**src/rtl/cg_if_pkg.sv**
```systemverilog
// Shared types for the instruction-fetch stage.
//   if_state_e     fetch sequencer state
//   fetch_entry_t  one prefetch-buffer entry at core-wide widths
//   entry_width    total bit width of a {pc, instr} buffer entry
package cg_if_pkg;

  localparam int CORE_ADDR_WIDTH  = 32;
  localparam int CORE_INSTR_WIDTH = 32;

  typedef enum logic [1:0] {
    IF_IDLE,
    IF_RUN,
    IF_HALT
  } if_state_e;

  typedef struct packed {
    logic [CORE_ADDR_WIDTH-1:0]  pc;
    logic [CORE_INSTR_WIDTH-1:0] instr;
  } fetch_entry_t;

  function automatic int entry_width(int addr_w, int instr_w);
    return addr_w + instr_w;
  endfunction

endpackage

```
**src/rtl/cg_fetch_fifo.sv**
```systemverilog
// Synchronous prefetch FIFO.
// Ports:
//   clk, rst     clock, asynchronous active-high reset
//   flush        empties the buffer; wins over push and pop
//   push, din    write an entry (ignored when full unless popping the same cycle)
//   pop          remove the head (ignored when empty)
//   dout         head entry, zero when empty
//   count        number of stored entries
//   empty, full  status flags
module cg_fetch_fifo
  import cg_if_pkg::*;
#(
  parameter int  DEPTH = 4,
  parameter int  WIDTH = 64,
  localparam int CW    = $clog2(DEPTH + 1)
) (
  input  logic             clk,
  input  logic             rst,
  input  logic             flush,
  input  logic             push,
  input  logic             pop,
  input  logic [WIDTH-1:0] din,
  output logic [WIDTH-1:0] dout,
  output logic [CW-1:0]    count,
  output logic             empty,
  output logic             full
);

  localparam int PW = $clog2(DEPTH);

  logic [WIDTH-1:0] mem [DEPTH];
  logic [PW-1:0]    wr_ptr;
  logic [PW-1:0]    rd_ptr;
  logic             do_push;
  logic             do_pop;

  assign empty   = (count == '0);
  assign full    = (count == CW'(DEPTH));
  assign do_pop  = pop & ~empty & ~flush;
  // A full buffer may still accept a write when the head leaves in the same cycle.
  assign do_push = push & ~flush & (~full | do_pop);

  always_ff @(posedge clk or posedge rst) begin
    if (rst) begin
      wr_ptr <= '0;
      rd_ptr <= '0;
      count  <= '0;
    end else if (flush) begin
      wr_ptr <= '0;
      rd_ptr <= '0;
      count  <= '0;
    end else begin
      if (do_push) wr_ptr <= wr_ptr + PW'(1);
      if (do_pop)  rd_ptr <= rd_ptr + PW'(1);
      count <= count + CW'(do_push) - CW'(do_pop);
    end
  end

  always_ff @(posedge clk) begin
    if (do_push) mem[wr_ptr] <= din;
  end

  assign dout = empty ? '0 : mem[rd_ptr];

endmodule

```
**src/rtl/cg_stage_if_pf.sv**
```systemverilog
// Instruction-fetch stage with prefetch buffer.
// Issues sequential word reads, tracks in-flight requests against buffer credits,
// tags returned words with their PC and presents them to decode over valid/ready.
// A redirect flushes the buffer and marks every in-flight response for discard.
// Ports:
//   i_clk, i_rst               clock, asynchronous active-high reset
//   i_prst, i_new_pc           redirect request and target word address
//   i_halt                     stop issuing new reads
//   o_imem_ren, o_imem_raddr   read request / word address
//   i_imem_gnt                 request accepted this cycle
//   i_imem_rdata_valid/_rdata  in-order read response
//   o_instr_valid/_instr/_pc   buffer head to decode
//   i_instr_ready              decode takes head when valid & ready
//
// state   | meaning
// IF_IDLE | just out of reset, nothing issued yet
// IF_RUN  | issuing reads while credits allow
// IF_HALT | issue stopped, in-flight reads still collected
module cg_stage_if_pf
  import cg_if_pkg::*;
#(
  parameter int                   DATA_WIDTH      = 32,
  parameter int                   ADDR_WIDTH      = 32,
  parameter int                   INSTR_WIDTH     = 32,
  parameter int                   FIFO_DEPTH      = 4,
  parameter int                   MAX_OUTSTANDING = 2,
  parameter logic [ADDR_WIDTH-1:0] RESET_PC       = '0
) (
  input  logic                   i_clk,
  input  logic                   i_rst,
  input  logic                   i_prst,
  input  logic [ADDR_WIDTH-1:0]  i_new_pc,
  input  logic                   i_halt,
  output logic                   o_imem_ren,
  output logic [ADDR_WIDTH-1:0]  o_imem_raddr,
  input  logic                   i_imem_gnt,
  input  logic                   i_imem_rdata_valid,
  input  logic [DATA_WIDTH-1:0]  i_imem_rdata,
  output logic                   o_instr_valid,
  output logic [INSTR_WIDTH-1:0] o_instr,
  output logic [ADDR_WIDTH-1:0]  o_instr_pc,
  input  logic                   i_instr_ready
);

  localparam int OW = $clog2(MAX_OUTSTANDING + 1);
  localparam int CW = $clog2(FIFO_DEPTH + 1);
  localparam int EW = entry_width(ADDR_WIDTH, INSTR_WIDTH);

  if_state_e             state;
  logic [ADDR_WIDTH-1:0] pc;
  logic [ADDR_WIDTH-1:0] resp_pc;
  logic [OW-1:0]         outstanding;
  logic [OW-1:0]         drop;
  logic [CW-1:0]         fifo_count;
  logic                  fifo_empty;
  logic                  fifo_full;
  logic [EW-1:0]         head;
  logic                  credit_ok;
  logic                  issue;
  logic                  rsp;
  logic                  push;
  logic                  pop;
  logic                  unused_ok;

  // Every in-flight read owns a buffer slot, so the buffer can never overflow.
  assign credit_ok = (int'(fifo_count) + int'(outstanding) < FIFO_DEPTH) &&
                     (int'(outstanding) < MAX_OUTSTANDING);

  assign o_imem_ren   = (state == IF_RUN) & ~i_prst & credit_ok;
  assign o_imem_raddr = pc;

  assign issue = o_imem_ren & i_imem_gnt;
  assign rsp   = i_imem_rdata_valid;
  assign push  = rsp & (drop == '0) & ~i_prst;
  assign pop   = o_instr_valid & i_instr_ready;

  assign o_instr_valid           = ~fifo_empty;
  assign {o_instr_pc, o_instr}   = head;
  assign unused_ok               = fifo_full;

  always_ff @(posedge i_clk or posedge i_rst) begin
    if (i_rst) begin
      state       <= IF_IDLE;
      pc          <= RESET_PC;
      resp_pc     <= RESET_PC;
      outstanding <= '0;
      drop        <= '0;
    end else begin
      case (state)
        IF_IDLE: if (!i_prst) state <= IF_RUN;
        IF_RUN:  if (i_halt)  state <= IF_HALT;
        IF_HALT: if (!i_halt) state <= IF_RUN;
        default: state <= IF_IDLE;
      endcase

      if (i_prst) begin
        pc          <= i_new_pc;
        resp_pc     <= i_new_pc;
        // No issue happens during a redirect, so everything still in flight is stale.
        outstanding <= outstanding - OW'(rsp);
        drop        <= outstanding - OW'(rsp);
      end else begin
        if (issue) pc <= pc + ADDR_WIDTH'(1);
        outstanding <= outstanding + OW'(issue) - OW'(rsp);
        if (rsp) begin
          if (drop != '0) drop    <= drop - OW'(1);
          else            resp_pc <= resp_pc + ADDR_WIDTH'(1);
        end
      end
    end
  end

  cg_fetch_fifo #(
    .DEPTH (FIFO_DEPTH),
    .WIDTH (EW)
  ) u_fifo (
    .clk   (i_clk),
    .rst   (i_rst),
    .flush (i_prst),
    .push  (push),
    .pop   (pop),
    .din   ({resp_pc, i_imem_rdata[INSTR_WIDTH-1:0]}),
    .dout  (head),
    .count (fifo_count),
    .empty (fifo_empty),
    .full  (fifo_full)
  );

endmodule

```
**config.mk**
```make
export PLATFORM = sky130hd
export DESIGN_NAME = cg_stage_if_pf
export DESIGN_NICKNAME = d
export VERILOG_FILES = /design/src/rtl/cg_if_pkg.sv /design/src/rtl/cg_fetch_fifo.sv /design/src/rtl/cg_stage_if_pf.sv
export SDC_FILE = /design/constraint.sdc
export NUM_CORES = 1
export LEC_CHECK = 0
export ABC_AREA = 1
export CORE_UTILIZATION = 50
export CTS_CLUSTER_SIZE = 40
export DETAILED_ROUTE_END_ITERATION = 10
export PLACE_DENSITY = 0.7
export SETUP_SLACK_MARGIN = 0.3
export SYNTH_ARGS = -nofsm -noshare
export SYNTH_HDL_FRONTEND = slang
export SYNTH_SLANG_ARGS = --single-unit
```
**constraint.sdc**
```tcl
create_clock -name i_clk -period 4.9 [get_ports i_clk]
set_input_delay 0.98 -clock i_clk [delete_from_list [all_inputs] [get_ports i_clk]]
set_output_delay 0.98 -clock i_clk [all_outputs]
set_load 0.01 [all_outputs]
```
==> results of run 1 <==
[kinds of logic after synthesis]
kind of cell / Yosys count / share of synthesized area, %
compound gates: 275 / 9.46
xor+xnor: 19 / 1.09
fa+ha+maj: 14 / 1.20
simple gates: 751 / 20.6
buf+inv: 174 / 4.70
flops: 333 / 63.0
[critical path, cell delays in order (launching register included)]
cell and delay, ps:
dfrtp_4 710, buf_4 840, nor2_1 110, nor2_1 110, o21ai_0 90, a21oi_1 310
clkdlybuf4s50_1 600
[routing by layer]
metal | vias to the layer above | track usage (%) | wire [µm]
li1 | 5548 | - | -
met1 | 5454 | 33.3 | 16300
met2 | 415 | 38.6 | 17200
met3 | 65 | 3.57 | 2350
met4 | 0 | 7.94 | 942
met5 | - | 0 | 0
[Yosys cell counts, types with 2 or more instances]
master,number
buf_6,3
o21ai_0,158
inv_2,6
buf_2,28
nand4_1,9
xor2_1,16
nor2_4,10
o21bai_1,8
nand2_1,265
nand3_1,60
buf_1,10
o21ai_1,4
xnor2_1,3
ha_1,13
nand2_4,5
a21oi_1,86
or2_2,6
dfrtp_1,77
nor3_1,6
nor2_1,367
inv_1,101
clkbuf_1,23
nand2_2,7
edfxtp_1,256
nand3_2,2
o211ai_1,16
nor2_2,8
nand3b_1,2
[worst paths after layout]
check | start | to | slack (ps) | cells past startpoint
worst max-delay path | u_fifo.rd_ptr[0] | o_instr_pc[19] | 560 | 6
worst min-delay path | drop[1] | drop[1] | 560 | 2
worst max register to register | u_fifo.count[1] | u_fifo.count[2] | 1800 | 13
worst min register to register | drop[1] | drop[1] | 560 | 2
max in group asynchronous | i_rst | resp_pc[30] | 3140 | 3
min in group asynchronous | i_rst | outstanding[0] | 860 | 2
[cells in the final DEF, fill, tap and decap left out, types with 9 or more instances in the layout]
| cell | Yosys | routed |
|---|---|---|
| nor2_1 | 367 | 362 |
| nand4_1 | 9 | 9 |
| edfxtp_1 | 256 | 256 |
| nand3_1 | 60 | 60 |
| clkbuf_16 | 0 | 37 |
| clkinv_1 | 0 | 10 |
| clkdlybuf4s50_1 | 0 | 167 |
| a21oi_1 | 86 | 86 |
| xor2_1 | 16 | 16 |
| nor2_4 | 10 | 15 |
| inv_1 | 101 | 99 |
| ha_1 | 13 | 13 |
| buf_4 | 1 | 10 |
| o21ai_0 | 158 | 158 |
| dfrtp_1 | 77 | 75 |
| o211ai_1 | 16 | 16 |
| nand2_1 | 265 | 265 |
[through the flow]
stage | util, % | instances
detailed placement | 58.1 | 2074
global route | 61.9 | 2137
floorplan | - | 1566
CTS | 61.9 | 2137
global placement | 58.1 | 2074
finish | 61.9 | 2137
[flip-flops by register name, summed over array words and instances (netlist names)]
register / flops
u_fifo.mem: 256
o_imem_raddr: 32
resp_pc: 32
u_fifo.count: 3
drop: 2
outstanding: 2
state: 2
u_fifo.rd_ptr: 2
u_fifo.wr_ptr: 2
[cell type report]
class / instances / area [µm²]
Clock inverter: 21 / 183
Inverter: 108 / 408
Sequential cell: 333 / 9620
Clock buffer: 42 / 945
Multi-Input combinational cell: 1059 / 4980
Fill cell: 2410 / 11400
Timing Repair Buffer: 184 / 1870
Tap cell: 390 / 488
[power groups by stage]
stage / registers [mW] / clock network [mW] / logic, mW
after floorplan: 3.59 / 0 / 1.50
after global placement: 3.69 / 0 / 2.63
after detailed placement: 3.70 / 0 / 2.68
after CTS: 3.65 / 2.63 / 2.69
after global routing: 3.69 / 2.74 / 2.96
final: 3.65 / 2.59 / 2.67
==> results.ini, run 1 <==
[clocking]
cts_buffers = 35
clock_latency_ps = 510
clkTransAtPathRegs_ps = 60
clock_sinks = 333
post_cts.repair.setup_buffers = 0
postCtsHoldBufs = 0
cts_resized = 0
cts_tree = done
root_buffer = clkbuf_16
htreeDepth = 2
clockBufferDepth = 3

[yosys]
synthFlopType = edfxtp_1
syn_area_mm2 = 0.0153
yosys_warnings = 0
synth.distinct_cells = 39
ys_seq_area_share_pct = 63.0
synth_top_cell_area_share_pct = 50.3
synth_area_per_cell_um2 = 9.75
synth_edf_count = 256
synth_seq_cells = 333
synth_area_leaders = edfxtp_1 50%, dfrtp_1 13%, nor2_1 9.0%
synth_largest_area_cell = edfxtp_1
synth-async-reset-ratio_pct = 23.1
synthCells = 1566
syn-num-nets = 1651

[floorplan]
initial_core_util_pct = 51.1
io_pins = 169
die_h_um = 177
num_rows = 63
die_w_um = 177
die-area_mm2 = 0.0312
core-area_mm2 = 0.0299

[critical_path]
worstPathRequired_ps = 3920
crit_fanout = 91
worstPathArrival_ps = 3360
cp-end-kind = output port
worstSetupPathType = reg2out
start_kind = flop

[sta]
max_freq_mhz = 230
holdWs_ps = 560
finalSetupViolCount = 0
tns_ps = 0
hold_viol = 0
period_share_pct = 88.6
drv_slew = 0
worstMarginPinSlew_ps = 1020
skew_ps = 13.2
rsz0062_at_grt = false
max_slew_margin_pct = 31.9
setup_ws_ps = 560
fin_crit_ps = 4340

[global_routing]
antenna_found_initial = 0
grt_max_degree = 92
track_usage_pct = 23.9
grt_overflow = 0
grt_pass1_wl_um = 58300
first_global_vias = 11200

[power_and_ir_drop]
p_leak_nw = 7.08
irDropWorstVdd_mv = 0.358
clock_power_share_pct = 29.1
p_sw_share_pct = 32.6
p_int_mw = 6.01
p_sw_mw = 2.91
p_per_area_mw_per_mm2 = 482
seqPwrFrac_pct = 41.0
totalPowerFinal_mw = 8.92
comb_power_share_pct = 30.0

[hold_path]
hold_class = reg2reg

[placement]
port_buffers = 168
pre_cts_ws_ps = 1100
gp_congestion = 0.870
placed_area_mm2 = 0.0174
place_hpwl_um = 22800

[layout]
nNetsFinal = 1806
areaGrowthSynthToFinish_pct = 21.1
num_antenna_cells = 0
fin_area_mm2 = 0.0185
layout-drive-gt1-share_pct = 7.04

[route]
vias = 11500
ant_nets = 0
drcViolationCount = 0
drt_wl_total_um = 36800
wl_per_cell_um = 17.2
drtPass1Iterations = 5
drt_iter0_drc = 894
via_per_inst = 5.37

[status]
status = completed

[run]
maxCapViolations = 0

Power figures use the tool's default switching activity.
==> run 2, diff against run 1 <==
PLACE_DENSITY = unset   (was 0.7)
PLACE_DENSITY_LB_ADDON = 0.05   (was unset)
SETUP_SLACK_MARGIN = unset   (was 0.3)
==> results.ini, run 2 (same netlist as run 1, synthesis figures left out) <==
[sta]
tns_ps = 0  ; unchanged
hold_viol = 0  ; unchanged
skew_ps = 18.7  ; +5.54 ps
max_freq_mhz = 237  ; +2.7%
rsz0062_at_grt = false
period_share_pct = 86.3  ; -2.3 points
max_slew_margin_pct = 49.5  ; +18 points
fin_crit_ps = 4230  ; -113 ps
drv_slew = 0  ; unchanged
finalSetupViolCount = 0  ; unchanged
worstMarginPinSlew_ps = 757  ; -265 ps

[power_and_ir_drop]
p_int_mw = 5.96  ; -0.73%
comb_power_share_pct = 30.1  ; about the same
p_per_area_mw_per_mm2 = 480  ; -0.45%
clock_power_share_pct = 28.6  ; -0.5 points
p_sw_mw = 2.90  ; -0.42%
irDropWorstVdd_mv = 0.341  ; -4.8%
p_leak_nw = 7.06  ; -0.26%
seqPwrFrac_pct = 41.4  ; +0.4 points
p_sw_share_pct = 32.7  ; +0.069 points

[clocking]
root_buffer = clkbuf_16
post_cts.repair.setup_buffers = 0  ; unchanged
postCtsHoldBufs = 0  ; unchanged
cts_tree = done
cts_buffers = 36  ; +2.9%
clock_latency_ps = 520  ; about the same
clkTransAtPathRegs_ps = 60  ; about the same
cts_resized = 0  ; unchanged
clock_sinks = 333  ; unchanged
clockBufferDepth = 3  ; unchanged
htreeDepth = 2  ; unchanged

[layout]
layout-drive-gt1-share_pct = 7.04  ; unchanged
top_register = u_fifo.mem
mostFrequentLayoutCells = 362 x nor2_1, 265 x nand2_1, 256 x edfxtp_1
num_antenna_cells = 0  ; unchanged
filler_cell_count = 2462  ; +2.2%
nNetsFinal = 1809  ; +0.17%
fin_area_mm2 = 0.0185  ; -0.18%
largest_register_ffs = 256  ; unchanged
layout_commonest_cell = nor2_1
final_core_util_pct = 61.8  ; -0.11 points
areaGrowthSynthToFinish_pct = 20.9

[critical_path]
regToRegStartpoint = drop[0]
crit_fanout = 66  ; -27%
start_kind = flop
critPathLaunch = u_fifo.rd_ptr[0]
slowest_delay_ps = 820  ; -20 ps
crit_chain = buf_4 > nor2_1 > nor2_1 > o21ai_0 > a21oi_1 > clkdlybuf4s50_1
cp-end-kind = output port
worstPathArrival_ps = 3250  ; -110 ps
timing.rr.end = u_fifo.count[2]
path_common_cell = nor2_1
worstSetupPathType = reg2out
worstPathRequired_ps = 3920  ; about the same
worstRegToRegCells = 13  ; unchanged
crit_path_top_delay_cell = dfrtp_4
rrSetupSlack_ps = 2090  ; +290 ps

[route]
drcViolationCount = 0  ; unchanged
via_per_inst = 5.30  ; -1.3%
drt_wl_total_um = 37000  ; +0.34%
wl_per_cell_um = 17.3  ; +0.34%
ant_nets = 0  ; unchanged
vias = 11300  ; -1.3%
drt_iter0_drc = 972  ; +8.7%
drtPass1Iterations = 5  ; unchanged

[floorplan]
die-area_mm2 = 0.0312  ; unchanged
die_w_um = 177  ; unchanged
io_pins = 169  ; unchanged
die_h_um = 177  ; unchanged
initial_core_util_pct = 51.1  ; unchanged
core-area_mm2 = 0.0299  ; unchanged
num_rows = 63  ; unchanged

[status]
status = completed

[hold_path]
min-delay-start = drop[1]
hold_class = reg2reg
hold-path-endpoint = drop[1]
whs_path_depth = 2  ; unchanged

[run]
maxCapViolations = 0  ; unchanged

[global_routing]
top_usage_layer = met2
met2_usage_pct = 41.7  ; +3.2 points
grt_pass1_wl_um = 58600  ; +0.66%
grt_max_degree = 67  ; -27%
first_global_vias = 11000  ; -2.2%
grt_use_met3_pct = 2.86  ; -0.71 points
grt_use_met1_pct = 32.2  ; -1.1 points
antenna_found_initial = 0  ; unchanged
track_usage_pct = 24.2  ; +0.27 points
grt_overflow = 0  ; unchanged

[placement]
place_hpwl_um = 23200  ; +1.9%
port_buffers = 168  ; unchanged
gp_congestion = 0.905  ; +4.1%
placed_area_mm2 = 0.0174  ; about the same

==> run 2: cell types whose count changed in the layout (fill, tap and decap cells not counted), sizes merged <==
cell / delta
clkinvlp: +1
bufinv: -1
clkbuf: +3
buf: +2
clkinv: -5
==> run 2: worst max-delay path: cells and delay by family (launching register included) <==
kind | cells | cell delay [ps]
flip-flops | 1 | 820
buffers and inverters | 2 | 1290
AND/OR/NAND/NOR | 2 | 210
AO/OA/AOI/OAI | 2 | 340
==> run 2: per-layer routing <==
layer / share of wire, % / wire, µm
met1: 44 / 16400
met2: 49 / 18300
met3: 4.3 / 1590
met4: 1.8 / 678
met5: 0 / 0
==> run 2: worst max-delay path by stage <==
stage	to	slack, ps	cells past startpoint
2_1_floorplan	u_fifo.mem[0][0]	250	6
3_3_place_gp	u_fifo.count[2]	1180	12
3_5_place_dp	u_fifo.count[2]	1110	12
4_1_cts	o_instr_pc[3]	670	6
5_1_grt	o_instr_pc[1]	510	6
6_report	o_instr_pc[14]	670	6
==> run 2: cell type report <==
class	count	area (µm²)	area share (%)
flip-flops and latches	333	9620	52.1
repair buffers	186	1870	10.2
clock inverters	16	138	0.746
clock buffers	45	955	5.17
multi-input cells	1059	4980	27.0
well taps	390	488	2.64
inverters	108	408	2.21
==> run 2: power by group through the flow <==
stage                     Sequential [mW]  Clock (mW)  Combinational, mW
after floorplan                      3.59           0               1.50
after global placement               3.71           0               2.67
after detailed placement             3.71           0               2.70
after CTS                            3.66        2.56               2.71
after global routing                 3.70        2.67               2.96
final                                3.66        2.53               2.66
==> run 2: per-stage QoR <==
stage | setup slack, ps | total power [mW] | std cells | hold slack (ps)
2_1_floorplan | 248 | 5.09 | 1566 | 496
3_3_place_gp | 1180 | 6.38 | 2076 | 545
3_5_place_dp | 1110 | 6.41 | 2076 | 556
4_1_cts | 671 | 8.93 | 2137 | 563
5_1_grt | 510 | 9.33 | 2137 | 613
6_report | 673 | 8.86 | 2137 | 557
==> variant: new RTL, config.mk and constraints of run 2 <==
The parameter `ADDR_WIDTH` goes from 32 to 64.
--- a/src/rtl/cg_stage_if_pf.sv
+++ b/src/rtl/cg_stage_if_pf.sv
@@ -21,5 +21,5 @@
 #(
   parameter int                   DATA_WIDTH      = 32,
-  parameter int                   ADDR_WIDTH      = 32,
+  parameter int                   ADDR_WIDTH      = 64,
   parameter int                   INSTR_WIDTH     = 32,
   parameter int                   FIFO_DEPTH      = 4,
Ports: changed (resized i_new_pc, o_imem_raddr and o_instr_pc); port bits go from 169 to 265. The function was not compared with the original's and may differ.
==> variant against run 2 <==
Wire length is 110% higher; global-route usage grew 5.9 points; area after synthesis rose by 68%; cell area increased by 69%; clock power up 76%; via count up 87%; count of clock-buffer cells in the layout increased by 21; utilization up 0.16 points; worst setup slack got worse by 0.12 ns; sequential cell count increased by 192; total power is 59% higher.
==> variant: results (changes against run 2) <==
grt_pass1_wl_mm: 120  # was 58.6 mm
skew_ns: 0.0294  # was 0.0187 ns
clk_latency_ns: 0.63  # was 0.52 ns
cts_resized: 0  # unchanged
cp_max_fo: 140  # was 66
synth.area.top_cells: "edfxtp_1 (45%), dfrtp_1 (14%), nor2_1 (9.5%)"  # was edfxtp_1 (50%), dfrtp_1 (13%), nor2_1 (9.0%)
grt_max_degree: 141  # was 67
syn_nets: 3022  # was 1651
layout.cells.non_filler: 3881  # was 2137
numPortBuffers: 264  # was 168
synth-main-ff-cell: "edfxtp_1"  # unchanged
grt_pass1_vias: 20700  # was 11000
yosysSeqAreaShare: 0.588  # was 0.630
drive_above_1_share: 0.0664  # was 0.0704
hold_path_startpoint: "drop[0]"  # was drop[1]
cts_setup_buffers: 0  # unchanged
nNetsFinal: 3281  # was 1809
ir_worst_vdd_mv: 0.420  # was 0.341 mV
async_reset_ff_frac: 0.269  # was 0.231
dp_cells: 3779  # was 2076
detailed_place_hpwl_mm: 55.2  # was 23.2 mm
worst_hold_path.endpoint: "drop[0]"  # was drop[1]
track_usage: 0.301  # was 0.242
cts_max_level: 2  # unchanged
worst_pin_slew_ns: 0.939  # was 0.757 ns
pre_cts_slack_ns: 1.06  # was 1.11 ns
largest_reg_flops: 384  # was 256
p_leak_nw: 11.9  # was 7.06 nW
reg2reg_from: "u_fifo.count[1]"  # was drop[0]
cts_root_buffer: "clkbuf_16"  # unchanged
drt-total-wl_mm: 78.5  # was 37.0 mm
crit_arrival_ns: 3.36  # was 3.25 ns
rr_worst_depth: 12  # was 13
path_clk_slew_ns: 0.06  # about the same
antenna_found_initial: 1  # was 0
max-clock-path-buffers: 3  # unchanged
placed_cell_area_mm2: 0.0292  # was 0.0174 mm^2
status: "finished, final reports clean"  # unchanged
hold-worst-slack_ns: 0.543  # was 0.557 ns
drt_iter0_markers: 1631  # was 972
synth_area_per_cell_um2: 8.81  # was 9.75 um^2
top_register: "u_fifo.mem"  # unchanged
vias: 21200  # was 11300
numCtsBuffers: 55  # was 36
reg2reg_slack_ns: 1.78  # was 2.09 ns
gp_congestion: 0.986  # was 0.905
synth_edf_count: 384  # was 256
synth_commonest_cells: "nor2_1 (645), nand2_1 (622), edfxtp_1 (384)"  # was nor2_1 (367), nand2_1 (265), edfxtp_1 (256)
ys_types: 38  # was 39
hold_path_depth: 2  # unchanged
yosysWarnings: 0  # unchanged
-- variant: cell families (layout without fill, tap and decap cells) --
group                      Yosys count  in the layout  share of synthesized area
and+or+nand+nor                   1519           1519                      0.246
DFF                                525            525                      0.588
AOI/OAI and AO/OA                  461            461                     0.0935
buffers and inverters              353            657                     0.0541
xor gates and xnor gates            33             33                     0.0113
adders and majority gates           14             14                    0.00714
-- variant: per-layer routing --
layer  track usage  up-vias  wire length, um
li1              -    10100                -
met1         0.406    10100            33500
met2         0.481      759            36500
met3        0.0409      174             4810
met4         0.144        2             3700
met5             0        -               12
-- variant: layout make-up --
class	count	area (um^2)
flip-flops and latches	525	15100
repair buffers	308	3180
inverters	247	936
fillers	4332	19100
well taps	672	841
clock inverters	36	483
multi-input cells	2027	9180
clock buffers	66	1450
-- variant: report_power, final --
group,total [mW],switching [mW],leakage (nW),internal [mW]
combinational,3.84,2.23,5.81,1.62
sequential,5.78,0.588,5.19,5.19
clock,4.45,1.80,0.936,2.64
-- variant: worst max-delay path by stage --
stage	from	endpoint	slack, ns	cells past startpoint
global placement	i_imem_rdata_valid	u_fifo.mem[1][20]	1.14	8
floorplan	i_imem_rdata_valid	u_fifo.mem[0][0]	-1.19	6
detailed placement	i_imem_rdata_valid	u_fifo.mem[1][17]	1.06	8
global route	u_fifo.rd_ptr[0]	o_instr_pc[40]	0.37	6
CTS	u_fifo.rd_ptr[0]	o_instr_pc[0]	0.55	6
finish	u_fifo.rd_ptr[0]	o_instr_pc[45]	0.56	6
-- variant: worst max-delay path, cell delays in order, from the launching register on --
cell	delay, ns
dfrtp_4	0.83
buf_12	0.52
nor2_1	0.12
nor2_1	0.12
o21ai_0	0.10
a21oi_1	0.24
clkdlybuf4s50_1	0.60
